$ cat config.mk
export PLATFORM = sky130hd
export DESIGN_NAME = wave_rom_sequencer
export DESIGN_NICKNAME = d
export VERILOG_FILES = /design/src/rtl/wave_seq_pkg.sv /design/src/rtl/wave_phase_accum.sv /design/src/rtl/wave_rom_sequencer.sv
export SDC_FILE = /design/constraint.sdc
export NUM_CORES = 1
export LEC_CHECK = 0
export CORE_UTILIZATION = 47
export DETAILED_ROUTE_END_ITERATION = 7
export PLACE_DENSITY = 0.9
export SKIP_CTS_REPAIR_TIMING = 1
export SYNTH_ARGS = -nofsm -noshare
export SYNTH_HDL_FRONTEND = slang
export SYNTH_SLANG_ARGS = --single-unit
$ cat constraint.sdc
create_clock -name clk -period 4.6 [get_ports clk]
set_input_delay 0.92 -clock clk [delete_from_list [all_inputs] [get_ports clk]]
set_output_delay 0.92 -clock clk [all_outputs]
set_load 0.01 [all_outputs]
$ cat src/rtl/wave_seq_pkg.sv
// Shared definitions for the sine-wave ROM sequencer.
// Latency: none (types and constants only).
// Backpressure: none.
package wave_seq_pkg;

    localparam int ADDR_W_DEF  = 6;
    localparam int DATA_W_DEF  = 32;
    // Cycles from rom_en to valid rom_data.
    localparam int ROM_LATENCY = 1;

    typedef enum logic [1:0] {
        IDLE  = 2'd0,
        RUN   = 2'd1,
        DRAIN = 2'd2
    } seq_state_t;

endpackage

$ cat src/rtl/wave_phase_accum.sv
// Phase accumulator: holds the read phase and the latched step, exposes wrap carry.
// Latency: phase updates one cycle after adv/load.
// Backpressure: none; adv is taken every cycle it is high.
//   clk, rst : clock, async active-high reset
//   load     : clear phase to 0 and latch step (0 is replaced by 1)
//   adv      : phase <= phase + step_q (mod 2^ADDR_W)
//   step     : raw step input, sampled on load
//   phase    : current phase
//   wrap     : carry out of phase + step_q for the current phase
module wave_phase_accum
    import wave_seq_pkg::*;
#(
    parameter int ADDR_W = ADDR_W_DEF
) (
    input  logic              clk,
    input  logic              rst,
    input  logic              load,
    input  logic              adv,
    input  logic [ADDR_W-1:0] step,
    output logic [ADDR_W-1:0] phase,
    output logic              wrap
);

    logic [ADDR_W-1:0] phase_q, phase_d;
    logic [ADDR_W-1:0] step_q, step_d;
    logic [ADDR_W:0]   sum;

    always_comb begin
        sum     = {1'b0, phase_q} + {1'b0, step_q};
        phase_d = phase_q;
        step_d  = step_q;
        if (load) begin
            phase_d = '0;
            // A zero step would freeze the output; treat it as the slowest sweep.
            step_d  = (step == '0) ? ADDR_W'(1) : step;
        end else if (adv) begin
            phase_d = sum[ADDR_W-1:0];
        end
    end

    always_ff @(posedge clk or posedge rst) begin
        if (rst) begin
            phase_q <= '0;
            step_q  <= ADDR_W'(1);
        end else begin
            phase_q <= phase_d;
            step_q  <= step_d;
        end
    end

    assign phase = phase_q;
    assign wrap  = sum[ADDR_W];

endmodule

$ cat src/rtl/wave_rom_sequencer.sv
// Tick-driven sine ROM read controller producing a sample stream and period strobe.
// Latency: tick -> rom_en 1 cycle, tick -> sample_valid 3 cycles; fully pipelined.
// Backpressure: none; every tick in RUN issues a read, stop drains in-flight reads.
//   clk, rst      : clock, async active-high reset
//   start, stop   : begin generation from phase 0 / end generation
//   tick          : sample-rate enable; step: phase increment latched at start
//   rom_en/addr   : registered ROM read request; rom_data: ROM output one cycle later
//   sample/_valid : captured ROM word and its 1-cycle strobe
//   period_done   : strobe alongside the read whose phase addition wrapped
//   busy          : high in RUN or DRAIN
module wave_rom_sequencer
    import wave_seq_pkg::*;
#(
    parameter int ADDR_W = ADDR_W_DEF,
    parameter int DATA_W = DATA_W_DEF
) (
    input  logic              clk,
    input  logic              rst,
    input  logic              start,
    input  logic              stop,
    input  logic              tick,
    input  logic [ADDR_W-1:0] step,
    output logic              rom_en,
    output logic [ADDR_W-1:0] rom_addr,
    input  logic [DATA_W-1:0] rom_data,
    output logic [DATA_W-1:0] sample,
    output logic              sample_valid,
    output logic              period_done,
    output logic              busy
);

    seq_state_t               state_q, state_d;
    logic                     rom_en_q, rom_en_d;
    logic [ADDR_W-1:0]        rom_addr_q, rom_addr_d;
    logic [ROM_LATENCY-1:0]   cap_q, cap_d;
    logic [DATA_W-1:0]        sample_q, sample_d;
    logic                     sample_valid_q, sample_valid_d;
    logic                     period_done_q, period_done_d;

    logic                     load, issue, in_flight, capture;
    logic [ROM_LATENCY:0]     rd_pipe;
    logic [ADDR_W-1:0]        phase;
    logic                     wrap;

    wave_phase_accum #(.ADDR_W(ADDR_W)) u_phase (
        .clk   (clk),
        .rst   (rst),
        .load  (load),
        .adv   (issue),
        .step  (step),
        .phase (phase),
        .wrap  (wrap)
    );

    always_comb begin
        load      = (state_q == IDLE) && start && !stop;
        // stop beats a coincident tick
        issue     = (state_q == RUN) && tick && !stop;
        // rd_pipe[0] is the read on the ROM port, higher bits wait for rom_data
        rd_pipe   = {cap_q, rom_en_q};
        in_flight = |rd_pipe;
        capture   = cap_q[ROM_LATENCY-1];

        state_d = state_q;
        case (state_q)
            IDLE:    if (load) state_d = RUN;
            RUN:     if (stop) state_d = in_flight ? DRAIN : IDLE;
            // leave only after the last outstanding read has produced its strobe
            DRAIN:   if (sample_valid_q && !in_flight) state_d = IDLE;
            default: state_d = IDLE;
        endcase

        rom_en_d       = issue;
        rom_addr_d     = issue ? phase : rom_addr_q;
        period_done_d  = issue && wrap;
        cap_d          = rd_pipe[ROM_LATENCY-1:0];
        sample_d       = capture ? rom_data : sample_q;
        sample_valid_d = capture;
    end

    always_ff @(posedge clk or posedge rst) begin
        if (rst) begin
            state_q        <= IDLE;
            rom_en_q       <= 1'b0;
            rom_addr_q     <= '0;
            cap_q          <= '0;
            sample_q       <= '0;
            sample_valid_q <= 1'b0;
            period_done_q  <= 1'b0;
        end else begin
            state_q        <= state_d;
            rom_en_q       <= rom_en_d;
            rom_addr_q     <= rom_addr_d;
            cap_q          <= cap_d;
            sample_q       <= sample_d;
            sample_valid_q <= sample_valid_d;
            period_done_q  <= period_done_d;
        end
    end

    assign rom_en       = rom_en_q;
    assign rom_addr     = rom_addr_q;
    assign sample       = sample_q;
    assign sample_valid = sample_valid_q;
    assign period_done  = period_done_q;
    assign busy         = (state_q != IDLE);

endmodule
==> metrics.cfg <==
[layout]
nNetsFinal=294
fillers=349
utilization_pct=69.5
area_growth_syn_to_layout_pct=42.8
final_cells=311
drive_gt1_share_pct=23.8
multi_input_area_um2=846
n_antenna_cell=0
regArea_um2=1400

[die]
die_area_um2=5170
start_util_pct=48.6
num_rows=25
pin_count=85
coreArea_um2=4720
fp.dieW_um=71.9
die_h_um=71.9

[clock_tree]
clock_sinks=56
cts_max_level=2
cts_tree=done
insertion_delay_ns=0.30
clockRootBuffer=clkbuf_8
path_clk_slew_ns=0.09
numCtsBuffers=5
cts_buffer_depth=2

[drt]
drc_errors=0
route.met2.wl_mm=2.03
viasPerCell=4.81
drtIter0Drc=54
totalWireLength_mm=4.16
wl_met3_um=243
wl_met1_mm=1.86
drt_pass1_iterations=4
route.vias.total=1497
drtAntennaViolNets=0
maxUsedRoutingLayer=met4
wl_per_cell_um=13.4

[placement]
place_congestion=0.743
numPortBuffers=84
place_ws_ns=2.00
dp_cells=304
dp_hpwl_mm=3.06

[sta]
slew_headroom_pct=26.3
final-hold-violation-count=0
max_freq_mhz=401
grt_setup_unrepaired=false
slew_viol_final=0
post-route-period-util_pct=54.2
tns_ns=0
setup_ws_ns=2.11
setup_viol=0
hold_ws_ns=0.413
worst_pin_slew_ns=1.10
clock-skew-final_ns=0.00600
period_needed_ns=2.49

[logic_synthesis]
synthCells=157
yosys_warnings=0
avgSynthCellArea_um2=14.6
netlist_area_um2=2300
ys_seq_area_share_pct=61.1
synth_cell_types=26
syn-num-nets=207
synth-seq-cells=56

[status]
status=completed

[critical_path]
critical_path_required_ns=3.68
cp_max_fo=6
path_class=reg -> out
cp-end-kind=output port
startpoint_type=register
critPathArrivalTime_ns=1.57

[global_route]
antenna_found_initial=0
grt_max_degree=57
grt_pass1_wl_mm=6.81
grt-ovfl-total=0
grt_pass1_vias=1484
grtUsageTotal_pct=17.0

[worst_hold_path]
hp-class=reg -> reg

[flow_run]
maxCapViolCount=0

[power]
ir_drop_mv=0.200
power_density_nw_per_um2=492
p_leak_nw=1.40

==> final timing paths <==
check                                  start  slack [ns]  cells after the start                to
hold reg to reg                       rom_en        0.41                      0             cap_q
max in group asynchronous                rst        2.71                      2  u_phase.phase[2]
min in group asynchronous                rst        1.22                      2        sample[31]
hold / removal                        rom_en        0.41                      0             cap_q
setup / recovery                  state_q[1]        2.11                      2              busy
setup reg to reg           u_phase.step_q[0]        2.70                      7  u_phase.phase[4]
==> synthesized netlist by cell type, drive strengths merged <==
master | instances | area, µm²
nor3 | 3 | 26.3
inv | 5 | 18.8
nor2 | 10 | 40.0
o21ai | 2 | 10.0
xor2 | 3 | 26.3
buf | 4 | 26.3
ha | 6 | 75.1
nor4b | 1 | 23.8
dfrtp | 55 | 1380
dfstp | 1 | 26.3
nand2b | 2 | 12.5
a32o | 1 | 10.0
nand3b | 1 | 7.51
a22o | 5 | 46.3
mux2 | 42 | 473
nand2 | 5 | 18.8
fa | 1 | 20.0
a21oi | 4 | 20.0
clkbuf | 1 | 3.75
or2 | 1 | 6.26
o31ai | 2 | 15.0
a211oi | 2 | 15.0
==> sequential cells by signal, summed over array words and instances (netlist names) <==
signal          cells
cap_q               1
period_done         1
rom_addr            6
rom_en              1
sample             32
sample_valid        1
state_q             2
u_phase.phase       6
u_phase.step_q      6
==> metrics by stage <==
stage               power (W)  area (µm²)
finish                0.00161        3280
global route          0.00172        3280
detailed placement    0.00138        3200
CTS                   0.00163        3280
floorplan             0.00104        2300
global placement      0.00136        3200
==> cells by family (layout without fill, tap and decap cells) <==
kind of cell	Yosys count	in the layout	share of synthesized area (%)
flip-flops	56	56	61.1
multiplexers	42	42	20.6
AND/OR/NAND/NOR	23	23	5.88
AO/OA/AOI/OAI	16	16	5.07
buffers and inverters	10	97	2.12
adder cells (fa/ha/maj)	7	7	4.14
XOR/XNOR	3	3	1.14
==> worst max-delay path, cell delays in order, from the launching register on <==
cell and delay [ns]:
dfrtp_1 0.49, or2_2 0.31, clkdlybuf4s50_1 0.48
==> layout by cell type (no fill, tap or decap), drive strengths merged, types with 3 or more instances in the layout <==
cell type      instances
a21oi                  4
a22o                   5
clkbuf                 5
clkdlybuf4s50         84
dfrtp                 55
ha                     6
inv                    5
mux2                  42
nand2                  5
nor2                  10
nor3                   3
xor2                   3
==> power breakdown <==
part	internal, W	switching, W
Sequential	0.000645	0.0000899
Combinational	0.000395	0.000233
Clock	0.000103	0.000147
Total	0.00114	0.000470
==> layer usage <==
layer | GRT usage [%] | up-vias
met3 | 5.42 | 5
met2 | 28.7 | 52
li1 | - | 730
met4 | 4.58 | 0
met1 | 21.4 | 710
met5 | 0 | -
==> final cells by class <==
| cell class | instances | share of cell area [%] |
|---|---|---|
| tap | 67 | 2.56 |
| inverter | 5 | 0.572 |
| sequential | 56 | 42.8 |
| timing repair buffer | 85 | 25.9 |
| clock buffer | 5 | 2.10 |
| multi-input combinational | 91 | 25.8 |
| clock inverter | 2 | 0.381 |
(Power assumes the default switching activity.)
